[config.mk]
export PLATFORM = sky130hd
export DESIGN_NAME = mem_lsu
export DESIGN_NICKNAME = d
export VERILOG_FILES = /design/src/rtl/lsu_pkg.sv /design/src/rtl/lsu_align.sv /design/src/rtl/mem_lsu.sv
export SDC_FILE = /design/constraint.sdc
export NUM_CORES = 1
export LEC_CHECK = 0
export CAP_MARGIN = 0
export CORE_MARGIN = 8
export CORE_UTILIZATION = 40
export DETAILED_ROUTE_END_ITERATION = 16
export HOLD_SLACK_MARGIN = 0.03
export PLACE_DENSITY_LB_ADDON = 0.2
export REMOVE_ABC_BUFFERS = 1
export SLEW_MARGIN = 20
export SYNTH_ARGS = -nofsm -noshare
export SYNTH_HDL_FRONTEND = slang
export SYNTH_SLANG_ARGS = --single-unit
[constraint.sdc]
create_clock -name clk -period 2.9 [get_ports clk]
set_input_delay 0.29 -clock clk [delete_from_list [all_inputs] [get_ports clk]]
set_output_delay 0.29 -clock clk [all_outputs]
set_load 0.005 [all_outputs]
[src/rtl/lsu_pkg.sv]
// Shared constants for the load/store unit: funct3 access encodings,
// FSM state type and the funct3 legality helper.
package lsu_pkg;

   localparam logic [2:0] F3_B  = 3'b000;
   localparam logic [2:0] F3_H  = 3'b001;
   localparam logic [2:0] F3_W  = 3'b010;
   localparam logic [2:0] F3_BU = 3'b100;
   localparam logic [2:0] F3_HU = 3'b101;

   typedef enum logic [1:0] {
      IDLE = 2'd0,
      BUSY = 2'd1,
      DONE = 2'd2
   } lsu_state_e;

   // Stores only exist in signed B/H/W form; loads also allow BU/HU.
   function automatic logic f3_legal(input logic is_store, input logic [2:0] f3);
      logic ok;
      ok = 1'b0;
      case (f3)
         F3_B, F3_H, F3_W: ok = 1'b1;
         F3_BU, F3_HU:     ok = ~is_store;
         default:          ok = 1'b0;
      endcase
      return ok;
   endfunction

endpackage

[src/rtl/lsu_align.sv]
// Lane logic for the LSU: byte enables and store-data replication for the
// request being issued, access legality/alignment, and formatting of the
// returned cache word for the access currently in flight.
module lsu_align
   import lsu_pkg::*;
(
   input  logic        is_store,
   input  logic [2:0]  funct3,
   input  logic [1:0]  addr_lo,
   input  logic [31:0] st_data,
   input  logic [2:0]  ld_funct3,
   input  logic [1:0]  ld_addr_lo,
   input  logic [31:0] rdata,
   output logic [3:0]  be,
   output logic [31:0] wdata,
   output logic        bad,
   output logic [31:0] ld_fmt
);

   logic       legal;
   logic       misal;
   logic [7:0] lane_b;
   logic [15:0] lane_h;

   // Byte enables and replicated store data; funct3[1:0] gives the size,
   // so BU/HU loads get the same enables as B/H.
   always_comb begin
      be    = 4'b1111;
      wdata = st_data;
      case (funct3[1:0])
         2'b00: begin
            be    = 4'b0001 << addr_lo;
            wdata = {4{st_data[7:0]}};
         end
         2'b01: begin
            be    = 4'b0011 << {addr_lo[1], 1'b0};
            wdata = {2{st_data[15:0]}};
         end
         default: begin
            be    = 4'b1111;
            wdata = st_data;
         end
      endcase
   end

   // An access is rejected for an unsupported encoding or a size/address mismatch.
   always_comb begin
      legal = f3_legal(is_store, funct3);
      misal = 1'b0;
      if (funct3[1:0] == 2'b01 && addr_lo[0])
         misal = 1'b1;
      if (funct3[1:0] == 2'b10 && addr_lo != 2'b00)
         misal = 1'b1;
      bad = ~legal | misal;
   end

   // Pick the addressed lane of the returned word, then extend by access type.
   always_comb begin
      case (ld_addr_lo)
         2'b00:   lane_b = rdata[7:0];
         2'b01:   lane_b = rdata[15:8];
         2'b10:   lane_b = rdata[23:16];
         default: lane_b = rdata[31:24];
      endcase
      lane_h = ld_addr_lo[1] ? rdata[31:16] : rdata[15:0];
      case (ld_funct3)
         F3_B:    ld_fmt = {{24{lane_b[7]}}, lane_b};
         F3_H:    ld_fmt = {{16{lane_h[15]}}, lane_h};
         F3_BU:   ld_fmt = {24'd0, lane_b};
         F3_HU:   ld_fmt = {16'd0, lane_h};
         default: ld_fmt = rdata;
      endcase
   end

endmodule

[src/rtl/mem_lsu.sv]
// MEM-stage load/store unit. Accepts one access per IDLE cycle, holds the
// request to the data cache until dc_ready, and stalls the pipeline for the
// IDLE and BUSY cycles. DONE is a one-cycle release so the pipeline can
// advance past the access before a new one is considered.
//
// state | meaning
// ------+------------------------------------------------------------
// IDLE  | waiting; a valid access stalls combinationally and is latched
// BUSY  | dc_req held with latched fields until dc_ready
// DONE  | stall released, inputs ignored, ld_data held
module mem_lsu
   import lsu_pkg::*;
(
   input  logic        clk,
   input  logic        rst,
   input  logic        mem_read,
   input  logic        mem_write,
   input  logic [2:0]  funct3,
   input  logic [31:0] addr,
   input  logic [31:0] st_data,
   output logic        dc_req,
   output logic        dc_we,
   output logic [31:0] dc_addr,
   output logic [31:0] dc_wdata,
   output logic [3:0]  dc_be,
   input  logic [31:0] dc_rdata,
   input  logic        dc_ready,
   output logic [31:0] ld_data,
   output logic        stall_cache,
   output logic        misalign
);

   lsu_state_e  state_q, state_d;
   logic        we_q, we_d;
   logic [31:0] addr_q, addr_d;
   logic [2:0]  funct3_q, funct3_d;
   logic [31:0] wdata_q, wdata_d;
   logic [3:0]  be_q, be_d;
   logic [31:0] ld_data_q, ld_data_d;

   logic        acc_req;
   logic        is_store;
   logic [3:0]  be_c;
   logic [31:0] wdata_c;
   logic        bad_c;
   logic [31:0] ld_fmt_c;

   assign acc_req  = mem_read | mem_write;
   assign is_store = mem_write;

   lsu_align u_align (
      .is_store   (is_store),
      .funct3     (funct3),
      .addr_lo    (addr[1:0]),
      .st_data    (st_data),
      .ld_funct3  (funct3_q),
      .ld_addr_lo (addr_q[1:0]),
      .rdata      (dc_rdata),
      .be         (be_c),
      .wdata      (wdata_c),
      .bad        (bad_c),
      .ld_fmt     (ld_fmt_c)
   );

   // Next-state and latch logic for the access sequencer.
   always_comb begin
      state_d   = state_q;
      we_d      = we_q;
      addr_d    = addr_q;
      funct3_d  = funct3_q;
      wdata_d   = wdata_q;
      be_d      = be_q;
      ld_data_d = ld_data_q;
      case (state_q)
         IDLE: begin
            if (acc_req) begin
               if (bad_c) begin
                  ld_data_d = 32'd0;
               end else begin
                  we_d     = is_store;
                  addr_d   = addr;
                  funct3_d = funct3;
                  wdata_d  = wdata_c;
                  be_d     = be_c;
                  state_d  = BUSY;
               end
            end
         end
         BUSY: begin
            if (dc_ready) begin
               if (!we_q)
                  ld_data_d = ld_fmt_c;
               state_d = DONE;
            end
         end
         DONE: begin
            state_d = IDLE;
         end
         default: begin
            state_d = IDLE;
         end
      endcase
   end

   // State and latched request fields; reset abandons any access in flight.
   always_ff @(posedge clk or posedge rst) begin
      if (rst) begin
         state_q   <= IDLE;
         we_q      <= 1'b0;
         addr_q    <= 32'd0;
         funct3_q  <= 3'd0;
         wdata_q   <= 32'd0;
         be_q      <= 4'd0;
         ld_data_q <= 32'd0;
      end else begin
         state_q   <= state_d;
         we_q      <= we_d;
         addr_q    <= addr_d;
         funct3_q  <= funct3_d;
         wdata_q   <= wdata_d;
         be_q      <= be_d;
         ld_data_q <= ld_data_d;
      end
   end

   // Outputs: IDLE-cycle terms are combinational and gated by reset so a
   // request present during reset cannot stall or flag.
   always_comb begin
      dc_req      = (state_q == BUSY);
      dc_we       = we_q;
      dc_addr     = {addr_q[31:2], 2'b00};
      dc_wdata    = wdata_q;
      dc_be       = be_q;
      ld_data     = ld_data_q;
      stall_cache = ~rst & ((state_q == BUSY) |
                            ((state_q == IDLE) & acc_req & ~bad_c));
      misalign    = ~rst & (state_q == IDLE) & acc_req & bad_c;
   end

endmodule
# Word level (Yosys, flattened, before mapping)
# Cells that the tools add are included.
# op_classes
shift,2
n_mux,17
n_reduce_logical,14
bitwise,13
eq_ne,17
# ops
operator,count
$mux 32,4
$pmux 32 s2,2
$pmux 32 s4,1
$pmux 8 s3,1
$mux 16,1
$eq 3x3->1 const B,4
$ne 2x2->1 const B,4
$pmux 4 s2,1
$and 1x1->1,6
$eq 2x1->1 const B,3
$eq 3x1->1 const B,2
$logic_not 2->1,3
$logic_not 3->1,2
$mux 2,3
$reduce_and 3->1,2
$reduce_and 5->1,1
$eq 2x2->1 const B,2
$not 1->1,4
$pmux 2 s2,1
$reduce_bool 2->1,2
$shl 1x2->4 const A,1
$shl 2x2->4 const A,1
$eq 3x2->1 const B,1
$or 1x1->1,3
6 further kinds,8
# totals
ff_bits,106
word_cells,70
output_inout_bits,104

# Logic depth before layout (Yosys ltp)
# logic_depth
depth_word,9
ltp_mapped,6
ltp_nobuf,4

# Cells and area by module
# A second synthesis with hierarchy kept.
# unflattened
cells_unflattened,513
area_unflattened_um2,5856.9
# by_module_without_submodules
module,cells_each,n_inst,seq_area_each_um2,area_each_um2
mem_lsu,341,1,2652.5,4680.7
lsu_align,172,1,0.0,1176.1

# Worst setup path before layout
# OpenSTA, ideal clock, no wires.
# synth_timing
path_type,input port to output port
from,input port rst
to,output port misalign
stages,2
arrival_ps,2840
setup_slack_ps,-230
path_buffers,0
path_cell_list,inv_1 -> and2_1
# synth_via
elab_chain_len,4
# synth_lines
item,line_no,text
"start, declared",mem_lsu.sv:15,"input logic rst,"
$not 1->1,mem_lsu.sv:137,misalign = ~rst & (state_q == IDLE) & acc_req & bad_c;
$and 1x1->1 (3 in series),mem_lsu.sv:137,
"end, declared",mem_lsu.sv:30,output logic misalign
# Every way passes these cells.

# Worst setup path in the final report
# layout_timing
from,input port funct3[0]
to,output port stall_cache
# layout_via
elab_chain_len,9
# layout_lines
item,line_no,text
"start, declared",mem_lsu.sv:18,"input logic [2:0] funct3,"
"$eq 3x1->1, or another cell as far along",lsu_pkg.sv:21,case (f3)
"$reduce_or 3->1, or another cell as far along",lsu_pkg.sv:21,
$pmux 1 s2 / $mux 1 (equally long branches),"lsu_pkg.sv:21, lsu_align.sv:50",
$not 1->1 / $mux 1 (equally long branches),"lsu_align.sv:54, lsu_align.sv:52",
$or 1x1->1 (*),lsu_align.sv:54,bad = ~legal | misal;
$not 1->1 (no line) (*),n/a,
$and 1x1->1 (*),mem_lsu.sv:136,((state_q == IDLE) & acc_req & ~bad_c));
$or 1x1->1 (*),mem_lsu.sv:135,stall_cache = ~rst & ((state_q == BUSY) |
$and 1x1->1 (*),mem_lsu.sv:135,
"end, declared",mem_lsu.sv:29,"output logic stall_cache,"
# Every way passes the cells marked *; elsewhere a longest branch is shown, timed or not.

==> metrics.txt <==
# TYPE chip_impl_metric gauge
chip_impl_metric{name="combPwrFrac",unit="%"} 40.8
chip_impl_metric{name="leakage",unit="nW"} 3.36
chip_impl_metric{name="seq_power_share",unit="%"} 38.3
chip_impl_metric{name="post_drt_wl_per_cell",unit="µm"} 19.0
chip_impl_info{name="timing_worst_setup_path_type",value="primary input to primary output"} 1
chip_impl_metric{name="start_util",unit="%"} 40.9
chip_impl_info{name="layout.cells.most_common_list",value="sky130_fd_sc_hd__clkdlybuf4s50_1, sky130_fd_sc_hd__dfrtp_1, sky130_fd_sc_hd__o21ai_0"} 1
chip_impl_metric{name="setup_ws_pre_cts",unit="ns"} -0.0373
chip_impl_metric{name="core-area",unit="µm²"} 13200
chip_impl_metric{name="floorplan.die.height",unit="µm"} 132
chip_impl_info{name="layout.cells.most_common",value="sky130_fd_sc_hd__clkdlybuf4s50_1"} 1
chip_impl_metric{name="net_sw_power",unit="mW"} 1.84
chip_impl_metric{name="worst-r2r-setup-slack",unit="ns"} 0.57
chip_impl_metric{name="clock_sinks",unit=""} 106
chip_impl_metric{name="post-cts-setup-buffer-count",unit=""} 1
chip_impl_metric{name="drt_first_iter_violations",unit=""} 235
chip_impl_metric{name="timing.final.setup_violations",unit=""} 0
chip_impl_metric{name="switching_fraction",unit="%"} 30.5
chip_impl_metric{name="maximum_clock_frequency",unit="MHz"} 393
chip_impl_metric{name="maxCapViolations",unit=""} 0
chip_impl_info{name="hold_wc_path_type",value="primary input to asynchronous set/reset pin"} 1
chip_impl_metric{name="post_cts_resized",unit=""} 0
chip_impl_metric{name="timing.final.hold_violations",unit=""} 0
chip_impl_metric{name="grt_pass1_vias",unit=""} 4626
chip_impl_info{name="synth_top_family_by_area",value="multiplexers"} 1
chip_impl_metric{name="worstPathArrival",unit="ns"} 2.25
chip_impl_metric{name="finalMaxSlewViolations",unit=""} 0
chip_impl_metric{name="synthesis.instances",unit=""} 488
chip_impl_info{name="timing.rr.end",value="ld_data[12]$_DFFE_PP0P_"} 1
chip_impl_metric{name="period_minus_slack",unit="ns"} 2.54
chip_impl_metric{name="design.die.area",unit="µm²"} 17500
chip_impl_metric{name="worst_slew_pin_tran",unit="ns"} 1.02
chip_impl_metric{name="areaGrowthSynthToFinish",unit="%"} 43.1
chip_impl_metric{name="post_dp_cell_area",unit="µm²"} 7400
chip_impl_metric{name="postLayoutCellArea",unit="µm²"} 7720
chip_impl_metric{name="htree_levels",unit=""} 3
chip_impl_metric{name="adder_cell_area_share_of_the_yosys_netlist",unit="%"} 0
chip_impl_info{name="worstSetupEndpointType",value="primary output"} 1
chip_impl_metric{name="vdd_drop_max",unit="mV"} 0.392
chip_impl_metric{name="fin_nets",unit=""} 760
chip_impl_metric{name="gpl.final_weighted_congestion",unit=""} 0.845
chip_impl_metric{name="synth_cell_type_count",unit=""} 36
chip_impl_metric{name="antenna_found_initial",unit=""} 0
chip_impl_info{name="status",value="completed"} 1
chip_impl_metric{name="synth.avg_cell_area",unit="µm²"} 11.1
chip_impl_metric{name="synth-simple-area-share",unit="%"} 8.23
chip_impl_metric{name="cts-buffers-inserted",unit=""} 9
chip_impl_metric{name="worst_skew_pair.late_latency",unit="ns"} 0.35
chip_impl_info{name="regToRegStartpoint",value="addr_q[1]$_DFFE_PP0P_"} 1
chip_impl_metric{name="drt-vias-per-instance",unit=""} 5.13
chip_impl_metric{name="total_wire_length",unit="µm"} 15900
chip_impl_metric{name="global_route_wire_length_before_repair",unit="µm"} 25100
chip_impl_metric{name="worst_clk_skew",unit="ns"} 0.00499
chip_impl_metric{name="synth.yosys.seq_area_share",unit="%"} 49.2
chip_impl_info{name="start_kind",value="primary input"} 1
chip_impl_metric{name="site_rows",unit=""} 42
chip_impl_metric{name="globalRouteTotalUtil",unit="%"} 18.0
chip_impl_metric{name="numPortBuffers",unit=""} 205
chip_impl_metric{name="num_io_pins",unit=""} 208
chip_impl_metric{name="clock_network_fraction_of_design_power",unit="%"} 20.9
chip_impl_metric{name="critical_path_peak_fanout",unit=""} 4
chip_impl_info{name="cts_root_buf",value="sky130_fd_sc_hd__clkbuf_16"} 1
chip_impl_metric{name="reg2reg_depth",unit=""} 4
chip_impl_metric{name="synth_xor_area_share",unit="%"} 0
chip_impl_metric{name="post_cts_hold_buffer_count",unit=""} 0
chip_impl_info{name="tritoncts",value="done"} 1
chip_impl_metric{name="fp.dieW",unit="µm"} 132
chip_impl_metric{name="filler_cell_count",unit=""} 1118
chip_impl_metric{name="power_per_cell_area",unit="nW/µm²"} 782
chip_impl_metric{name="detail-route-antenna-nets",unit=""} 0
chip_impl_metric{name="max-clock-path-buffers",unit=""} 2
chip_impl_metric{name="antennaDiodeCount",unit=""} 0
chip_impl_metric{name="routed-via-count",unit=""} 4291
chip_impl_metric{name="drt_pre_antenna_iters",unit=""} 4
chip_impl_metric{name="grt_max_degree",unit=""} 103
chip_impl_metric{name="synthMuxAreaShare",unit="%"} 19.7
chip_impl_metric{name="internal_power",unit="mW"} 4.19
chip_impl_metric{name="yosysWarnings",unit=""} 0
chip_impl_metric{name="remaining_drc_errors",unit=""} 0
chip_impl_info{name="critical_path.startpoint",value="funct3[0]"} 1
chip_impl_metric{name="cts.clk_slew.worst_paths",unit="ns"} 0.07
chip_impl_metric{name="ys_ff_latch",unit=""} 106
chip_impl_metric{name="drive_gt1_share",unit="%"} 12.9
chip_impl_metric{name="gr-total-overflow",unit=""} 0
chip_impl_metric{name="hpwl",unit="µm"} 11800
chip_impl_metric{name="layout_worst_path_cycle_share",unit="%"} 87.8
chip_impl_info{name="grt_setup_unrepaired",value="false"} 1
chip_impl_metric{name="timing.hold.ws",unit="ns"} 0.314
chip_impl_metric{name="maxSlewHeadroom",unit="%"} 31.6
chip_impl_metric{name="worst_ep_required_time",unit="ns"} 2.61
chip_impl_metric{name="synth.cell_area",unit="µm²"} 5390
chip_impl_metric{name="worst_slack",unit="ns"} 0.355
chip_impl_metric{name="synth-compound-area-share",unit="%"} 14.4
==> synthesized netlist by cell type <==
master | n | share of area (%)
sky130_fd_sc_hd__and2_1 | 2 | 0.23
sky130_fd_sc_hd__a21oi_1 | 32 | 3.0
sky130_fd_sc_hd__buf_4 | 32 | 4.5
sky130_fd_sc_hd__clkbuf_1 | 20 | 1.4
sky130_fd_sc_hd__nor2b_1 | 8 | 0.93
sky130_fd_sc_hd__nor2_2 | 1 | 0.12
sky130_fd_sc_hd__or2_2 | 3 | 0.35
sky130_fd_sc_hd__buf_2 | 8 | 0.74
sky130_fd_sc_hd__dfrtp_1 | 106 | 49
sky130_fd_sc_hd__buf_1 | 1 | 0.070
sky130_fd_sc_hd__nor4_2 | 1 | 0.23
sky130_fd_sc_hd__a21boi_2 | 1 | 0.21
sky130_fd_sc_hd__mux4_2 | 1 | 0.42
sky130_fd_sc_hd__nor3b_2 | 1 | 0.23
sky130_fd_sc_hd__a2111oi_0 | 1 | 0.16
sky130_fd_sc_hd__buf_6 | 4 | 0.84
sky130_fd_sc_hd__a32o_1 | 9 | 1.7
sky130_fd_sc_hd__o21ai_1 | 1 | 0.093
sky130_fd_sc_hd__o21ai_0 | 53 | 4.9
sky130_fd_sc_hd__a221oi_2 | 1 | 0.28
sky130_fd_sc_hd__inv_1 | 12 | 0.84
sky130_fd_sc_hd__nand3_1 | 1 | 0.093
sky130_fd_sc_hd__nor2_1 | 12 | 0.84
sky130_fd_sc_hd__o221ai_1 | 7 | 1.1
sky130_fd_sc_hd__o221ai_2 | 1 | 0.28
sky130_fd_sc_hd__conb_1 | 1 | 0.070
sky130_fd_sc_hd__clkinv_1 | 1 | 0.070
sky130_fd_sc_hd__o22ai_1 | 1 | 0.12
sky130_fd_sc_hd__mux2i_1 | 45 | 8.4
sky130_fd_sc_hd__mux2_4 | 28 | 7.8
sky130_fd_sc_hd__mux2_2 | 15 | 3.1
sky130_fd_sc_hd__nor3_1 | 1 | 0.093
sky130_fd_sc_hd__nand2b_1 | 11 | 1.3
sky130_fd_sc_hd__nor4b_4 | 1 | 0.44
sky130_fd_sc_hd__nand2_1 | 49 | 3.4
sky130_fd_sc_hd__o2bb2ai_1 | 16 | 2.6
==> state kept, by name, indices dropped and copies added (netlist names) <==
register and count:
dc_we 1, addr_q 32, ld_data 32, dc_be 4, state_q 2, dc_wdata 32, funct3_q 3
==> critical path, stage by stage <==
cell and delay [ns]:
sky130_fd_sc_hd__clkdlybuf4s50_1 0.52, sky130_fd_sc_hd__a221oi_2 0.51, sky130_fd_sc_hd__o221ai_4 0.23, sky130_fd_sc_hd__a21oi_1 0.17
sky130_fd_sc_hd__clkdlybuf4s50_1 0.53
==> final cells by class <==
type                       instances  area (µm²)  area share (%)
sequential                       106        2650            34.4
multi-input combinational        305        2300            29.8
timing repair buffer             221        2180            28.3
clock buffer                      13         270            3.50
tap                              176         220            2.85
inverter                          13        51.3           0.665
clock inverter                     2        35.0           0.454
==> per-stage QoR <==
step | utilization (%) | instances | power [mW] | TNS, ns
global placement | 56.1 | 820 | 4.77 | 0
finish | 58.5 | 836 | 6.04 | 0
global route | 58.5 | 836 | 6.41 | 0
CTS | 58.5 | 836 | 6.11 | 0
floorplan | - | 424 | 3.31 | -77.65
detailed placement | 56.1 | 820 | 4.81 | -0.0373
==> power groups by stage <==
stage          sequential [mW]  combinational [mW]  clock [mW]
3_3_place_gp              2.31                2.45           0
3_5_place_dp              2.33                2.48           0
2_1_floorplan             2.33               0.984           0
6_report                  2.31                2.46        1.26
5_1_grt                   2.38                2.67        1.35
4_1_cts                   2.32                2.50        1.29
==> metal layers <==
metal  global-route usage (%)  share of wire (%)  wire (µm)  up-vias
met4                     4.85                1.3        201        0
met3                     8.38                 10       1590       14
met2                     27.2                 45       7060      172
li1                         -                  -          -     2014
met5                        0                  0          0        -
met1                     22.7                 44       7010     2091
==> logic make-up after synthesis <==
group | count (synthesis)
DFF | 106
other | 1
muxes | 89
buffers and inverters | 78
and+or+nand+nor | 91
AOI/OAI and AO/OA | 123
==> worst max path at each step <==
stage,slack (ns),endpoint
3_3_place_gp,0.008,misalign
6_report,0.36,stall_cache
4_1_cts,0.34,stall_cache
3_5_place_dp,-0.04,misalign
2_1_floorplan,-0.83,addr_q[10]$_DFFE_PP0P_
5_1_grt,0.27,stall_cache
(Power assumes the default switching activity.)
